File: config.mk
export PLATFORM = sky130hd
export DESIGN_NAME = sync_fifo_flat
export DESIGN_NICKNAME = d
export VERILOG_FILES = /design/src/rtl/sync_fifo_pkg.sv /design/src/rtl/sync_fifo_if.sv /design/src/rtl/sync_fifo_mem.sv /design/src/rtl/sync_fifo.sv /design/src/flat_wrapper.sv
export SDC_FILE = /design/constraint.sdc
export NUM_CORES = 1
export LEC_CHECK = 0
export ABC_AREA = 1
export CORE_MARGIN = 8
export CORE_UTILIZATION = 58
export DETAILED_ROUTE_END_ITERATION = 7
export PLACE_DENSITY_LB_ADDON = 0.2
export SLEW_MARGIN = 15
export SYNTH_ARGS = -nofsm -noshare
export SYNTH_HDL_FRONTEND = slang
export SYNTH_SLANG_ARGS = --single-unit
File: constraint.sdc
create_clock -name clk -period 3.4 [get_ports clk]
set_input_delay 0.68 -clock clk [delete_from_list [all_inputs] [get_ports clk]]
set_output_delay 0.68 -clock clk [all_outputs]
set_load 0.01 [all_outputs]
File: src/rtl/sync_fifo_pkg.sv
// sync_fifo_pkg
//   Shared defaults for the sync_fifo slice: default word width, default
//   pointer width and a helper that turns a pointer width into a depth.
//   No ports; imported by the interface, the storage array and the top.
package sync_fifo_pkg;

  localparam int default_data_width = 8;
  localparam int default_addr_width = 4;

  // Number of entries addressable by a pointer of the given width.
  function automatic int depth_of(input int addr_width);
    return 1 << addr_width;
  endfunction

endpackage

File: src/rtl/sync_fifo_if.sv
// sync_fifo_if
//   Groups the producer/consumer handshake of sync_fifo into one bundle.
//   Signals:
//     wr_en, wr_data : write request and the word to store
//     rd_en          : read request
//     rd_data        : registered read data
//     full, empty    : occupancy flags
//   Modports:
//     master : the side that uses the FIFO (drives requests, sees status)
//     slave  : the FIFO itself
interface sync_fifo_if
  import sync_fifo_pkg::*;
#(
  parameter int data_width = default_data_width
) ();

  logic                  wr_en;
  logic [data_width-1:0] wr_data;
  logic                  rd_en;
  logic [data_width-1:0] rd_data;
  logic                  full;
  logic                  empty;

  modport master (
    output wr_en, wr_data, rd_en,
    input  rd_data, full, empty
  );

  modport slave (
    input  wr_en, wr_data, rd_en,
    output rd_data, full, empty
  );

endinterface

File: src/rtl/sync_fifo_mem.sv
// sync_fifo_mem
//   Simple dual-port register array with one write port and one registered
//   read port. Storage itself is never reset; only the read register is.
//   Ports:
//     clk     : clock, rising edge
//     rst_n   : asynchronous active-low reset (clears rd_data only)
//     we      : write enable
//     wr_addr : write address
//     wr_data : word to write
//     re      : read enable, loads rd_data from rd_addr
//     rd_addr : read address
//     rd_data : registered read data, holds when re is low
module sync_fifo_mem
  import sync_fifo_pkg::*;
#(
  parameter int data_width = default_data_width,
  parameter int addr_width = default_addr_width
) (
  input  logic                  clk,
  input  logic                  rst_n,
  input  logic                  we,
  input  logic [addr_width-1:0] wr_addr,
  input  logic [data_width-1:0] wr_data,
  input  logic                  re,
  input  logic [addr_width-1:0] rd_addr,
  output logic [data_width-1:0] rd_data
);

  localparam int depth = depth_of(addr_width);

  logic [data_width-1:0] mem [depth];

  // Storage array: no reset, contents are meaningless until written.
  always_ff @(posedge clk) begin
    if (we) begin
      mem[wr_addr] <= wr_data;
    end
  end

  // Read register: the FIFO never reads and writes the same slot in one
  // cycle, so old-data-on-collision semantics are never relied upon.
  always_ff @(posedge clk or negedge rst_n) begin
    if (!rst_n) begin
      rd_data <= '0;
    end else if (re) begin
      rd_data <= mem[rd_addr];
    end
  end

endmodule

File: src/rtl/sync_fifo.sv
// sync_fifo
//   Single-clock synchronous FIFO with full/empty flags and a registered
//   read port (data appears the cycle after an accepted read).
//   Ports:
//     clk   : clock, all state updates on the rising edge
//     rst_n : asynchronous active-low reset; empties the FIFO at once
//     bus   : sync_fifo_if.slave (wr_en, wr_data, rd_en, rd_data, full, empty)
//   Parameters:
//     data_width : bits per word
//     addr_width : pointer width
//     data_depth : entries, must equal 2**addr_width
module sync_fifo
  import sync_fifo_pkg::*;
#(
  parameter int data_width = default_data_width,
  parameter int addr_width = default_addr_width,
  parameter int data_depth = depth_of(addr_width)
) (
  input logic        clk,
  input logic        rst_n,
  sync_fifo_if.slave bus
);

  localparam int count_width = addr_width + 1;
  localparam logic [addr_width-1:0]  ptr_one   = 1;
  localparam logic [count_width-1:0] count_one = 1;
  localparam logic [count_width-1:0] count_max = count_width'(data_depth);

  logic [addr_width-1:0]  wr_ptr;
  logic [addr_width-1:0]  rd_ptr;
  logic [count_width-1:0] count;
  logic                   wr_acc;
  logic                   rd_acc;

  // Flags come straight from count so they never lag it. A write is refused
  // when full and a read when empty, which also keeps the two ports from
  // touching the same slot in the same cycle.
  assign bus.empty = (count == '0);
  assign bus.full  = (count == count_max);
  assign wr_acc    = bus.wr_en & ~bus.full;
  assign rd_acc    = bus.rd_en & ~bus.empty;

  // Pointers wrap naturally at data_depth because data_depth == 2**addr_width.
  always_ff @(posedge clk or negedge rst_n) begin
    if (!rst_n) begin
      wr_ptr <= '0;
      rd_ptr <= '0;
    end else begin
      if (wr_acc) begin
        wr_ptr <= wr_ptr + ptr_one;
      end
      if (rd_acc) begin
        rd_ptr <= rd_ptr + ptr_one;
      end
    end
  end

  // Occupancy: a simultaneous accepted read and write cancel out.
  always_ff @(posedge clk or negedge rst_n) begin
    if (!rst_n) begin
      count <= '0;
    end else begin
      case ({wr_acc, rd_acc})
        2'b10:   count <= count + count_one;
        2'b01:   count <= count - count_one;
        default: count <= count;
      endcase
    end
  end

  sync_fifo_mem #(
    .data_width (data_width),
    .addr_width (addr_width)
  ) u_mem (
    .clk     (clk),
    .rst_n   (rst_n),
    .we      (wr_acc),
    .wr_addr (wr_ptr),
    .wr_data (bus.wr_data),
    .re      (rd_acc),
    .rd_addr (rd_ptr),
    .rd_data (bus.rd_data)
  );

endmodule

File: src/flat_wrapper.sv
// flat-port wrapper written by rule: the top's interface ports become plain ports
module sync_fifo_flat import sync_fifo_pkg::*;
#(
  parameter int data_width = default_data_width,
  parameter int addr_width = default_addr_width,
  parameter int data_depth = depth_of(addr_width)
)
  (clk, rst_n, bus_wr_en, bus_wr_data, bus_rd_en, bus_rd_data, bus_full, bus_empty);
  sync_fifo_if #(.data_width(data_width)) bus_i ();
  input logic clk;
  input logic rst_n;
  input wire logic [$bits(bus_i.wr_en)-1:0] bus_wr_en;
  input wire logic [$bits(bus_i.wr_data)-1:0] bus_wr_data;
  input wire logic [$bits(bus_i.rd_en)-1:0] bus_rd_en;
  output wire logic [$bits(bus_i.rd_data)-1:0] bus_rd_data;
  output wire logic [$bits(bus_i.full)-1:0] bus_full;
  output wire logic [$bits(bus_i.empty)-1:0] bus_empty;
  assign bus_i.wr_en = bus_wr_en;
  assign bus_i.wr_data = bus_wr_data;
  assign bus_i.rd_en = bus_rd_en;
  assign bus_rd_data = bus_i.rd_data;
  assign bus_full = bus_i.full;
  assign bus_empty = bus_i.empty;
  sync_fifo #(.data_width(data_width), .addr_width(addr_width), .data_depth(data_depth)) u_core (.clk(clk), .rst_n(rst_n), .bus(bus_i));
endmodule
==> out/results.md, run 1 <==
| Group | Parameter | This run |
| --- | --- | --- |
| placed design | PortBufs | 21 |
| hold path | Path type of the worst min-delay path | reg2reg |
| synth | Cell type contributing the most total cell area after synthesis | sky130_fd_sc_hd__edfxtp_1 |
| outcome | Run status | completed |
| power | Logic pwr share | 30.8% |
| timing | Post-route clock skew | 0.00693 ns |
| timing | Unrepaired setup endpoints after global routing | no |
| timing | Final min period | 2.76 ns |
| synth | Yosys reg bits | 149 |
| worst setup path | Register-to-register setup slack | 0.64 ns |
| timing | Share of the cycle needed by the critical path after routing | 81.1% |
| finish | Synth-to-Final Area Change | 15.3% |
| synth | Post-Syn Nets | 690 |
| job | Number of maximum-capacitance violations | 0 |
| timing | Final total negative setup slack | 0 ns |
| worst setup path | CP Data Required Time | 3.76 ns |
| clocking | Root Buffer Master | sky130_fd_sc_hd__clkbuf_16 |
| die | Die extent in x | 123 um |
| power | Static leakage | 3.40 nW |
| routing | Via count | 4524 |
| clocking | TritonCTS clock tree | built |
| placed design | HPWL after detailed placement | 9.00 mm |
| synth | Total standard cell area after synthesis | 6670 um^2 |
| timing | # setup viols final | 0 |
| die | Core Rows | 39 |
| clocking | # Post-CTS Setup Buffers | 0 |
| clocking | CTS Buf Count | 17 |
| power | Register share of total power | 37.6% |
| routing | First-pass detailed-route iteration total | 5 |
| grt | Pin count of the biggest net entering global routing | 68 |
| power | Total chip power | 6.33 mW |
| synth | Warning count from the yosys run | 0 |
| worst setup path | Maximum fanout count along the critical path | 14 |
| grt | GRT Resource Usage Total | 20.9% |
| die | Initial core utilization | 58.9% |
| worst setup path | Critical path arrival | 3.11 ns |
| timing | Slew Limit Fails | 0 |
| finish | Net count reported at finish | 722 |
| timing | Final hold violation count | 0 |
| worst setup path | Longest individual stage delay on the worst path | 0.45 ns |
| die | Die area | 15200 um^2 |
| power | Clock group share of total power | 31.6% |
| power | Switching power of the nets | 2.16 mW |
| worst setup path | Slowest library cell on the worst path | sky130_fd_sc_hd__dfrtp_1 |
| clocking | Clock-pin slew on the worst setup and hold paths | 0.06 ns |
| clocking | Clock H-tree levels | 4 |
| placed design | Routability Congestion | 0.826 |
| routing | Drt via density | 5.29 |
| worst setup path | Bufs and invs on worst path | 1 |
| power | Max VDD drop | 0.541 mV |
| worst setup path | Type of the worst setup path | reg2reg |
| placed design | Placement Cell Area | 7050 um^2 |
| finish | ANT cells | 0 |
| synth | Count of distinct cell types in the synthesized netlist | 24 |
| worst setup path | Critical path startpoint category | flip-flop |
| timing | Headroom to the max-slew limit | 24.6% |
| synth | Post-Syn Instances | 668 |
| die | Number of I/O pins | 22 |
| grt | Total global routing overflow | 0 |
| clocking | Number of instances resized during post-cts repair | 0 |
| routing | Total Wirelength | 14.4 mm |
| synth | Cell types with the largest area share after synthesis | sky130_fd_sc_hd__edfxtp_1 58%, sky130_fd_sc_hd__nand2_1 13%, sky130_fd_sc_hd__dfrtp_1 7.9% |
| finish | Filler cell count | 826 |
| power | Internal power of the cells | 4.17 mW |
| routing | Final ANT Viol Nets | 0 |
| grt | Number of global-route vias before repair | 4610 |
| synth | Mean cell area of the mapped netlist | 9.99 um^2 |
| routing | Post-route DRC | 0 |
| synth | Share of the yosys chip area belonging to registers | 65.5% |
| finish | Final Cell Area | 7690 um^2 |
| clocking | Max clock buf depth | 2 |
| worst setup path | CP most frequent cell | sky130_fd_sc_hd__nand2_1 |
| finish | Area used by sequential logic in the layout | 4370 um^2 |
| grt | First-pass GRT wire length | 23.4 mm |
| power | Power Density | 823 nW/um^2 |
| clocking | Clock Sink Count | 149 |
| worst setup path | Cell family with the largest share of critical-path delay | simple AND/OR/NAND/NOR gates |
| finish | Multi-input combinational cell area | 1700 um^2 |
| routing | Iteration-0 DRC Markers | 390 |
| routing | Final routed wire length divided by cell count | 16.8 um |
| power | Proportion of total power due to net switching | 34.1% |
| finish | Final core utilization | 67.9% |
| synth | Area share of the largest cell type after synthesis | 57.6% |
| worst setup path | Critical path capture point type | flip-flop |
| grt | Initial antenna violation count | 0 |
| die | Std-Cell Core Area | 11300 um^2 |
| placed design | Post-Place Setup Slack | 0.529 ns |
| timing | Worst-case setup margin in the final layout | 0.641 ns |
| worst setup path | Worst path cell trace | nor4_2, nand2_1, nand2_2, inv_2, ha_1, fa_1, a21oi_1, nor2_1, nor2_1, xor2_1, nand2_1, nand2_1 |
| timing | Maximum clock frequency | 362 MHz |
| finish | Proportion of layout cells with a drive suffix above 1 | 7.57% |
| clocking | Clk_lat worst skew | 0.42 ns |
| die | DIE HEIGHT | 123 um |
| timing | Worst slew pin tran | 1.13 ns |
| clocking | Post-cts hold buffer count | 0 |
cells in the final DEF (no fill, tap or decap):
master	instances
sky130_fd_sc_hd__clkinv_1	4
sky130_fd_sc_hd__edfxtp_1	128
sky130_fd_sc_hd__ha_1	9
sky130_fd_sc_hd__a21oi_1	2
sky130_fd_sc_hd__a31oi_1	1
sky130_fd_sc_hd__nor4_2	1
sky130_fd_sc_hd__nand2_2	1
sky130_fd_sc_hd__nor3_1	16
sky130_fd_sc_hd__inv_1	113
sky130_fd_sc_hd__nor2_1	4
sky130_fd_sc_hd__xnor2_1	4
sky130_fd_sc_hd__clkbuf_16	17
sky130_fd_sc_hd__dfrtp_2	1
sky130_fd_sc_hd__clkinvlp_4	4
sky130_fd_sc_hd__clkinv_4	2
sky130_fd_sc_hd__a21boi_0	1
sky130_fd_sc_hd__dfrtp_1	20
sky130_fd_sc_hd__fa_1	1
sky130_fd_sc_hd__clkdlybuf4s50_1	21
sky130_fd_sc_hd__clkbuf_1	1
sky130_fd_sc_hd__xor2_1	3
sky130_fd_sc_hd__inv_2	2
sky130_fd_sc_hd__nand2_1	229
sky130_fd_sc_hd__bufinv_16	5
sky130_fd_sc_hd__o21ai_0	4
sky130_fd_sc_hd__nand3_1	98
sky130_fd_sc_hd__buf_4	21
cell type report:
| class | count | share of cell area (%) |
|---|---|---|
| sequential | 149 | 56.8 |
| timing repair buffer | 42 | 4.78 |
| tap | 143 | 2.33 |
| clock buffer | 18 | 5.58 |
| multi-input combinational | 374 | 22.1 |
| clock inverter | 14 | 2.72 |
| inverter | 116 | 5.66 |
power by group through the flow:
stage	clock [mW]	combinational (mW)	sequential, mW
3_5_place_dp	0	1.96	2.41
5_1_grt	2.10	2.19	2.41
3_3_place_gp	0	1.89	2.40
4_1_cts	2.02	1.97	2.38
2_1_floorplan	0	1.35	2.40
6_report	2.00	1.95	2.38
synth_stat cells (all sizes together):
library cell,n
nand3,98
buf,27
fa,1
inv,115
edfxtp,128
clkinv,1
ha,9
nand2,230
dfrtp,21
o21ai,4
nor3,16
xor2,3
a21oi,2
nor2,4
nor4,1
xnor2,4
clkbuf,2
a31oi,1
a21boi,1
final timing paths:
kind | start | endpoint | depth (start not counted)
max | u_core.count[0] | u_core.count[4] | 12
min reg2reg | u_core.u_mem.rd_data[7] | u_core.u_mem.rd_data[7] | 2
max in group asynchronous | rst_n | u_core.rd_ptr[0] | 1
min in group asynchronous | rst_n | u_core.u_mem.rd_data[2] | 1
min | u_core.u_mem.rd_data[7] | u_core.u_mem.rd_data[7] | 2
max reg2reg | u_core.count[0] | u_core.count[4] | 12
through the flow:
stage	instances	hold slack, ns
final	856	0.481
after global routing	856	0.509
after CTS	856	0.482
after detailed placement	824	0.466
after global placement	824	0.472
after floorplan	668	0.384
per-layer routing:
layer,track usage (%),up-vias,part of all wire [%]
li1,-,2209,-
met1,25.7,2114,41
met2,33.5,165,49
met3,5.53,36,6.8
met4,10.8,0,2.7
met5,0,-,0
worst register-to-register path: cells and delay by family (launching register included):
kind,cells,cell delay [ns]
AOI/OAI and AO/OA,1,0.18
xor gates and xnor gates,1,0.15
adders and majority gates,2,0.74
buffers and inverters,1,0.16
DFF,1,0.45
and+or+nand+nor,7,1.02
cell families (layout without fill, tap and decap cells):
group / count (synthesis) / count (layout) / share of synthesized area, %
adders and majority gates: 10 / 10 / 1.99
buffers and inverters: 145 / 190 / 9.02
and+or+nand+nor: 349 / 349 / 21.9
AOI/OAI and AO/OA: 8 / 8 / 0.656
DFF: 149 / 149 / 65.5
xor gates and xnor gates: 7 / 7 / 0.919
flip-flops by register name (all words and copies together) (netlist names):
register / count
u_core.u_mem.rd_data: 8
u_core.rd_ptr: 4
u_core.count: 5
u_core.wr_ptr: 4
u_core.u_mem.mem: 128
Power figures use the tool's default switching activity.
==> run 2, diff against run 1 <==
- clock period: 3.4 -> 2.8 ns (I/O delays scaled with it)
==> run 2 against run 1 <==
Against the previous run: non-clock buffer count up 5; register-to-register slack got worse by 0.20 ns; wire length up 2.2%; worst hold slack got worse by 0.0033 ns; via count grew 1.1%; critical endpoint is now bus_empty; clock power about the same; setup slack worse by 0.32 ns; sequential share of layout area up 0.48 points.
==> out/results.md, run 2 (synthesis gave the netlist of run 1 again) <==
| Group | Parameter | This run | Change |
| --- | --- | --- | --- |
| routing | Uppermost signal routing layer after detailed routing | met4 |  |
| clocking | Clock Sink Count | 149 | unchanged |
| placed design | Inst Count DP | 829 | +0.61% |
| timing | Share of the cycle needed by the critical path after routing | 88.4% |  |
| power | Internal power of the cells | 4.73 mW | +13% |
| die | Std-Cell Core Area | 11300 um^2 | unchanged |
| finish | Max FFs per register | 128 | unchanged |
| timing | Worst slew pin tran | 0.925 ns | -0.204 ns |
| clocking | Max clock buf depth | 2 | unchanged |
| finish | Registers with the most flip-flops | u_core.u_mem.mem (128), u_core.u_mem.rd_data (8), u_core.count (5) |  |
| worst setup path | CP Data Required Time | 2.24 ns | -1.52 ns |
| finish | Final Cell Area | 7630 um^2 | -0.85% |
| clocking | Clk_lat worst skew | 0.42 ns | about the same |
| finish | Synth-to-Final Area Change | 14.3% |  |
| clocking | Clock H-tree levels | 4 | unchanged |
| finish | Proportion of layout cells with a drive suffix above 1 | 7.94% | +0.37 points |
| clocking | Post-cts hold buffer count | 0 | unchanged |
| power | Logic pwr share | 33.2% | +2.4 points |
| die | DIE HEIGHT | 123 um | unchanged |
| power | Total chip power | 7.36 mW | +16% |
| die | Core Rows | 39 | unchanged |
| clocking | TritonCTS clock tree | built |  |
| routing | Final ANT Viol Nets | 0 | unchanged |
| timing | Worst-case setup margin in the final layout | 0.324 ns | -0.317 ns |
| placed design | Post-Place Setup Slack | 0.361 ns | -0.168 ns |
| job | Number of maximum-capacitance violations | 0 | unchanged |
| hold path | Cell depth of the worst min-delay path | 2 | unchanged |
| die | Die extent in x | 123 um | unchanged |
| placed design | Routability Congestion | 0.876 | +6.1% |
| timing | Final hold slack | 0.478 ns | -0.00326 ns |
| timing | Final min period | 2.48 ns |  |
| finish | Register with the highest flop count | u_core.u_mem.mem |  |
| worst setup path | Register-to-register setup slack | 0.44 ns | -0.20 ns |
| placed design | Placement Cell Area | 7100 um^2 | +0.71% |
| power | Clock group share of total power | 27.5% | -4.1 points |
| worst setup path | Critical path capture point type | primary output |  |
| routing | Total Wirelength | 14.7 mm | +2.2% |
| finish | Filler cell count | 864 | +4.6% |
| worst setup path | Critical path arrival | 1.92 ns | -1.19 ns |
| grt | Total global routing overflow | 0 | unchanged |
| worst setup path | End of the critical path | bus_empty |  |
| timing | Slew Limit Fails | 0 | unchanged |
| timing | Headroom to the max-slew limit | 38.1% | +13 points |
| timing | Final total negative setup slack | 0 ns | unchanged |
| power | Switching power of the nets | 2.64 mW | +22% |
| routing | Iteration-0 DRC Markers | 423 | +8.5% |
| routing | Routed length on met3 | 861 um | -12% |
| worst setup path | Critical path startpoint category | flip-flop |  |
| die | Number of I/O pins | 22 | unchanged |
| routing | Post-route DRC | 0 | unchanged |
| routing | Drt via density | 5.31 | +0.56% |
| power | Power Density | 965 nW/um^2 | +17% |
| routing | First-pass detailed-route iteration total | 5 | unchanged |
| timing | # setup viols final | 0 | unchanged |
| timing | Final hold violation count | 0 | unchanged |
| worst setup path | Type of the worst setup path | reg2out |  |
| placed design | HPWL after detailed placement | 9.26 mm | +2.9% |
| clocking | # Post-CTS Setup Buffers | 0 | unchanged |
| power | Max VDD drop | 1.19 mV | +120% |
| clocking | Clock-pin slew on the worst setup and hold paths | 0.05 ns | about the same |
| finish | Net count reported at finish | 727 | +0.69% |
| worst setup path | CP startpoint | u_core.count[0] |  |
| finish | Final core utilization | 67.4% | -0.57 points |
| power | Register share of total power | 39.3% | +1.7 points |
| clocking | Root Buffer Master | sky130_fd_sc_hd__clkbuf_16 |  |
| power | Proportion of total power due to net switching | 35.8% | +1.7 points |
| worst setup path | Cells on worst reg2reg path | 12 | unchanged |
| die | Die area | 15200 um^2 | unchanged |
| timing | Unrepaired setup endpoints after global routing | no |  |
| routing | Wire length on met1 | 6.19 mm | +4.0% |
| clocking | CTS Buf Count | 17 | unchanged |
| power | Static leakage | 3.39 nW | -0.27% |
| grt | GRT Resource Usage Total | 21.1% | +0.23 points |
| worst setup path | Maximum fanout count along the critical path | 4 | -10 |
| routing | Via count | 4576 | +1.1% |
| hold path | Path type of the worst min-delay path | reg2reg |  |
| worst setup path | Worst R2R Start | u_core.count[0] |  |
| placed design | PortBufs | 21 | unchanged |
| clocking | Number of instances resized during post-cts repair | 0 | unchanged |
| finish | Number of standard cells in the layout, taps in and fillers out | 861 | +0.58% |
| outcome | Run status | completed |  |
| worst setup path | Reg-to-reg endpoint | u_core.count[4] |  |
| routing | Final routed wire length divided by cell count | 17.1 um | +1.6% |
| die | Initial core utilization | 58.9% | unchanged |
| finish | Most common cell after layout, fill and taps aside | sky130_fd_sc_hd__nand2_1 |  |
| routing | Met2 layer wire length in the routed design | 7.28 mm | +2.8% |
| finish | ANT cells | 0 | unchanged |
| timing | Post-route clock skew | 0.00669 ns | -0.000244 ns |
| finish | Most frequent cells in the layout | 229 x sky130_fd_sc_hd__nand2_1, 128 x sky130_fd_sc_hd__edfxtp_1, 113 x sky130_fd_sc_hd__inv_1, 98 x sky130_fd_sc_hd__nand3_1, 25 x sky130_fd_sc_hd__buf_4 |  |
| grt | Initial antenna violation count | 0 | unchanged |
| timing | Maximum clock frequency | 404 MHz |  |
| grt | First-pass GRT wire length | 23.6 mm | +0.97% |
| grt | Number of global-route vias before repair | 4540 | -1.5% |
| grt | Pin count of the biggest net entering global routing | 68 | unchanged |
[run 2: layer usage]
| metal | track usage (%) | vias to the layer above |
|---|---|---|
| li1 | - | 2219 |
| met1 | 27.2 | 2189 |
| met2 | 33.6 | 137 |
| met3 | 4.57 | 31 |
| met4 | 10.2 | 0 |
| met5 | 0 | - |
[run 2: cell type report]
cell class	count	area, um^2	area share (%)
clock buffer	18	429	5.63
multi-input combinational	374	1700	22.3
timing repair buffer	47	418	5.48
inverter	116	435	5.71
sequential	149	4370	57.3
tap	143	179	2.35
clock inverter	14	93.8	1.23
[run 2: how the worst min path moves through the flow]
stage                             from                 endpoint  slack (ns)
6_report       u_core.u_mem.rd_data[5]  u_core.u_mem.rd_data[5]        0.48
3_5_place_dp   u_core.u_mem.rd_data[5]  u_core.u_mem.rd_data[5]        0.47
2_1_floorplan                    rst_n          u_core.count[0]        0.26
4_1_cts        u_core.u_mem.rd_data[5]  u_core.u_mem.rd_data[5]        0.48
5_1_grt        u_core.u_mem.rd_data[4]  u_core.u_mem.rd_data[4]        0.51
3_3_place_gp   u_core.u_mem.rd_data[4]  u_core.u_mem.rd_data[4]        0.47
[run 2: power groups by stage]
stage	Combinational, mW	Clock (mW)	Sequential, mW
CTS	2.46	2.04	2.89
global route	2.72	2.12	2.93
finish	2.44	2.02	2.90
floorplan	1.64	0	2.91
global placement	2.37	0	2.92
detailed placement	2.44	0	2.94
[run 2: critical path, stage by stage (launching register included)]
cell	delay [ns]
sky130_fd_sc_hd__dfrtp_1	0.44
sky130_fd_sc_hd__nor4_2	0.32
sky130_fd_sc_hd__nand2_1	0.13
sky130_fd_sc_hd__inv_1	0.08
sky130_fd_sc_hd__clkdlybuf4s50_1	0.53
==> run 3, diff against run 2 <==
- GPL_TIMING_DRIVEN: not set -> 0
==> run 3 against run 2 <==
Against the previous run: global-route usage up 0.66 points; non-clock buffer count rose by 3; count of clock-buffer cells in the layout down 1; sequential power is essentially flat; fmax shrank 4.7%; setup slack worse by 0.12 ns; register-to-register slack got worse by 0.24 ns; final area is 0.97% higher; worst hold slack gained 0.0099 ns; core utilization grew 0.65 points; clock power up 10%; flip-flop and latch count is the same; largest cell class unchanged.
==> out/results.md, run 3 (synthesis gave the netlist of run 1 again) <==
| Group | Parameter | This run | Change |
| --- | --- | --- | --- |
| outcome | Run status | completed |  |
| clocking | TritonCTS clock tree | built |  |
| finish | Synth-to-Final Area Change | 15.4% |  |
| clocking | Clock Sink Count | 149 | unchanged |
| placed design | Routability Congestion | 0.873 | -0.33% |
| timing | Final hold violation count | 0 | unchanged |
| clocking | Clock-pin slew on the worst setup and hold paths | 0.06 ns | about the same |
| routing | Met2 layer wire length in the routed design | 7.22 mm | -0.84% |
| worst setup path | Type of the worst setup path | reg2reg |  |
| worst setup path | Stages on the worst setup path | 12 | +8 |
| routing | Post-route DRC | 0 | unchanged |
| timing | Worst slew pin tran | 1.08 ns | +0.156 ns |
| worst setup path | Worst R2R Start | u_core.count[0] |  |
| grt | Number of global-route vias before repair | 4531 | -0.20% |
| worst setup path | Cell family with the largest share of critical-path delay | simple AND/OR/NAND/NOR gates |  |
| worst setup path | Reg-to-reg endpoint | u_core.count[4] |  |
| clocking | Clk_lat worst skew | 0.42 ns | about the same |
| grt | Total global routing overflow | 0 | unchanged |
| worst setup path | End of the critical path | u_core.count[4] |  |
| finish | Net count reported at finish | 730 | +0.41% |
| clocking | Post-cts hold buffer count | 0 | unchanged |
| placed design | PortBufs | 21 | unchanged |
| worst setup path | CP startpoint | u_core.count[0] |  |
| clocking | Max clock buf depth | 2 | unchanged |
| timing | Slew Limit Fails | 0 | unchanged |
| power | Total chip power | 7.65 mW | +3.9% |
| finish | Registers with the most flip-flops | u_core.u_mem.mem (128), u_core.u_mem.rd_data (8), u_core.count (5) |  |
| worst setup path | Longest individual stage delay on the worst path | 0.46 ns | -0.07 ns |
| finish | ANT cells | 0 | unchanged |
| routing | Final ANT Viol Nets | 0 | unchanged |
| grt | Pin count of the biggest net entering global routing | 22 | -68% |
| grt | GRT Resource Usage Total | 21.8% | +0.66 points |
| worst setup path | Bufs and invs on worst path | 1 | -1 |
| finish | Most frequent cells in the layout | 229 x sky130_fd_sc_hd__nand2_1, 128 x sky130_fd_sc_hd__edfxtp_1, 113 x sky130_fd_sc_hd__inv_1, 98 x sky130_fd_sc_hd__nand3_1 |  |
| routing | Routed length on met3 | 1.14 mm | +33% |
| timing | Final hold slack | 0.488 ns | +0.00991 ns |
| worst setup path | Slowest library cell on the worst path | sky130_fd_sc_hd__dfrtp_1 |  |
| clocking | Clock H-tree levels | 4 | unchanged |
| routing | Via count | 4665 | +1.9% |
| finish | Filler cell count | 859 | -0.58% |
| die | Std-Cell Core Area | 11300 um^2 | unchanged |
| timing | Worst-case setup margin in the final layout | 0.203 ns | -0.121 ns |
| power | Max VDD drop | 0.650 mV | -45% |
| grt | First-pass GRT wire length | 24.4 mm | +3.2% |
| timing | Final min period | 2.60 ns | +0.121 ns |
| timing | Final total negative setup slack | 0 ns | unchanged |
| clocking | Root Buffer Master | sky130_fd_sc_hd__clkbuf_16 |  |
| clocking | CTS Buf Count | 17 | unchanged |
| finish | Register with the highest flop count | u_core.u_mem.mem |  |
| die | Number of I/O pins | 22 | unchanged |
| finish | Area used by sequential logic in the layout | 4370 um^2 | about the same |
| hold path | Path type of the worst min-delay path | reg2reg |  |
| finish | Multi-input combinational cell area | 1760 um^2 | +3.3% |
| die | Initial core utilization | 58.9% | unchanged |
| timing | Headroom to the max-slew limit | 27.4% | -11 points |
| worst setup path | Critical path capture point type | flip-flop |  |
| timing | Share of the cycle needed by the critical path after routing | 92.8% | +4.3 points |
| die | Core Rows | 39 | unchanged |
| routing | Final routed wire length divided by cell count | 17.7 um | +3.4% |
| finish | Most common cell after layout, fill and taps aside | sky130_fd_sc_hd__nand2_1 |  |
| power | Static leakage | 3.38 nW | -0.27% |
| worst setup path | CP Data Required Time | 3.15 ns | +0.91 ns |
| worst setup path | Critical path startpoint category | flip-flop |  |
| placed design | Post-Place Setup Slack | -0.0197 ns | -0.381 ns |
| finish | Max FFs per register | 128 | unchanged |
| timing | Maximum clock frequency | 385 MHz | -4.7% |
| routing | Total Wirelength | 15.3 mm | +3.8% |
| routing | First-pass detailed-route iteration total | 7 | +2 |
| routing | Drt via density | 5.40 | +1.6% |
| die | DIE HEIGHT | 123 um | unchanged |
| routing | Iteration-0 DRC Markers | 539 | +27% |
| finish | Final core utilization | 68.0% | +0.65 points |
| worst setup path | Critical path arrival | 2.95 ns | +1.03 ns |
| worst setup path | Register-to-register setup slack | 0.20 ns | -0.24 ns |
| clocking | # Post-CTS Setup Buffers | 0 | unchanged |
| placed design | HPWL after detailed placement | 10.5 mm | +13% |
| routing | Uppermost signal routing layer after detailed routing | met4 |  |
| die | Die extent in x | 123 um | unchanged |
| worst setup path | Worst path cell trace | nor4_4, nand2_1, nand2_1, buf_4, ha_2, ha_1, a21oi_1, nor2_1, nor2_1, xor2_1, nand2_1, nand2_1 |  |
| finish | Proportion of layout cells with a drive suffix above 1 | 9.71% | +1.8 points |
| timing | # setup viols final | 0 | unchanged |
| worst setup path | CP most frequent cell | sky130_fd_sc_hd__nand2_1 |  |
| worst setup path | Cells on worst reg2reg path | 12 | unchanged |
| die | Die area | 15200 um^2 | unchanged |
| grt | Initial antenna violation count | 0 | unchanged |
| routing | Wire length on met1 | 6.55 mm | +5.8% |
| power | Power Density | 994 nW/um^2 | +2.9% |
| job | Number of maximum-capacitance violations | 0 | unchanged |
| timing | Post-route clock skew | 0.00919 ns | +0.00250 ns |
| worst setup path | Maximum fanout count along the critical path | 10 | +6 |
## run 3: cell types whose count changed in the layout (fill, tap and decap cells not counted), moves of 4 or more
cell and delta:
sky130_fd_sc_hd__nor3_2 +9, sky130_fd_sc_hd__buf_4 -16, sky130_fd_sc_hd__nor3_1 -9, sky130_fd_sc_hd__clkinv_1 -4, sky130_fd_sc_hd__clkinv_2 -4, sky130_fd_sc_hd__buf_2 +15
## run 3: through the flow
stage          instances  instance area, um^2
4_1_cts              864                 7660
2_1_floorplan        668                 6670
3_3_place_gp         832                 7060
3_5_place_dp         832                 7080
6_report             864                 7700
5_1_grt              864                 7700
## run 3: layer usage
| layer | up-vias | track usage [%] |
|---|---|---|
| met1 | 2212 | 29.6 |
| met2 | 201 | 33.4 |
| met4 | 0 | 8.35 |
| met3 | 29 | 5.21 |
| li1 | 2223 | - |
| met5 | - | 0 |
## run 3: what timing repair did
action                     in CTS  in global routing
setup endpoints to repair       0                  2
hold endpoints to repair        0                  0
resized for setup               0                  4
## run 3: worst min path at each step
| stage | end | from | cells after the start |
|---|---|---|---|
| after floorplan | u_core.count[0] | rst_n | 0 |
| after global placement | u_core.u_mem.rd_data[5] | u_core.u_mem.rd_data[5] | 2 |
| after detailed placement | u_core.u_mem.rd_data[0] | u_core.u_mem.rd_data[0] | 2 |
| after CTS | u_core.u_mem.rd_data[0] | u_core.u_mem.rd_data[0] | 2 |
| after global routing | u_core.u_mem.rd_data[0] | u_core.u_mem.rd_data[0] | 2 |
| final | u_core.u_mem.rd_data[0] | u_core.u_mem.rd_data[0] | 2 |
## run 3: cell type report
cell class	instances	area share [%]
flip-flops and latches	149	56.7
multi-input cells	374	22.8
inverters	116	5.65
clock buffers	17	5.52
repair buffers	21	2.73
well taps	143	2.32
plain buffers	29	2.19
clock inverters	15	2.01
## run 3: power by group
part | leakage, nW | internal (mW) | switching (mW)
combinational | 1.70 | 0.854 | 1.67
sequential | 1.41 | 2.72 | 0.185
clock | 0.270 | 1.31 | 0.913
## run 3: tightest hold or removal path, cell delays in order, from the launching register on
cell                      delay (ns)
sky130_fd_sc_hd__dfrtp_1        0.34
sky130_fd_sc_hd__nand2_1        0.06
sky130_fd_sc_hd__nand2_1        0.06
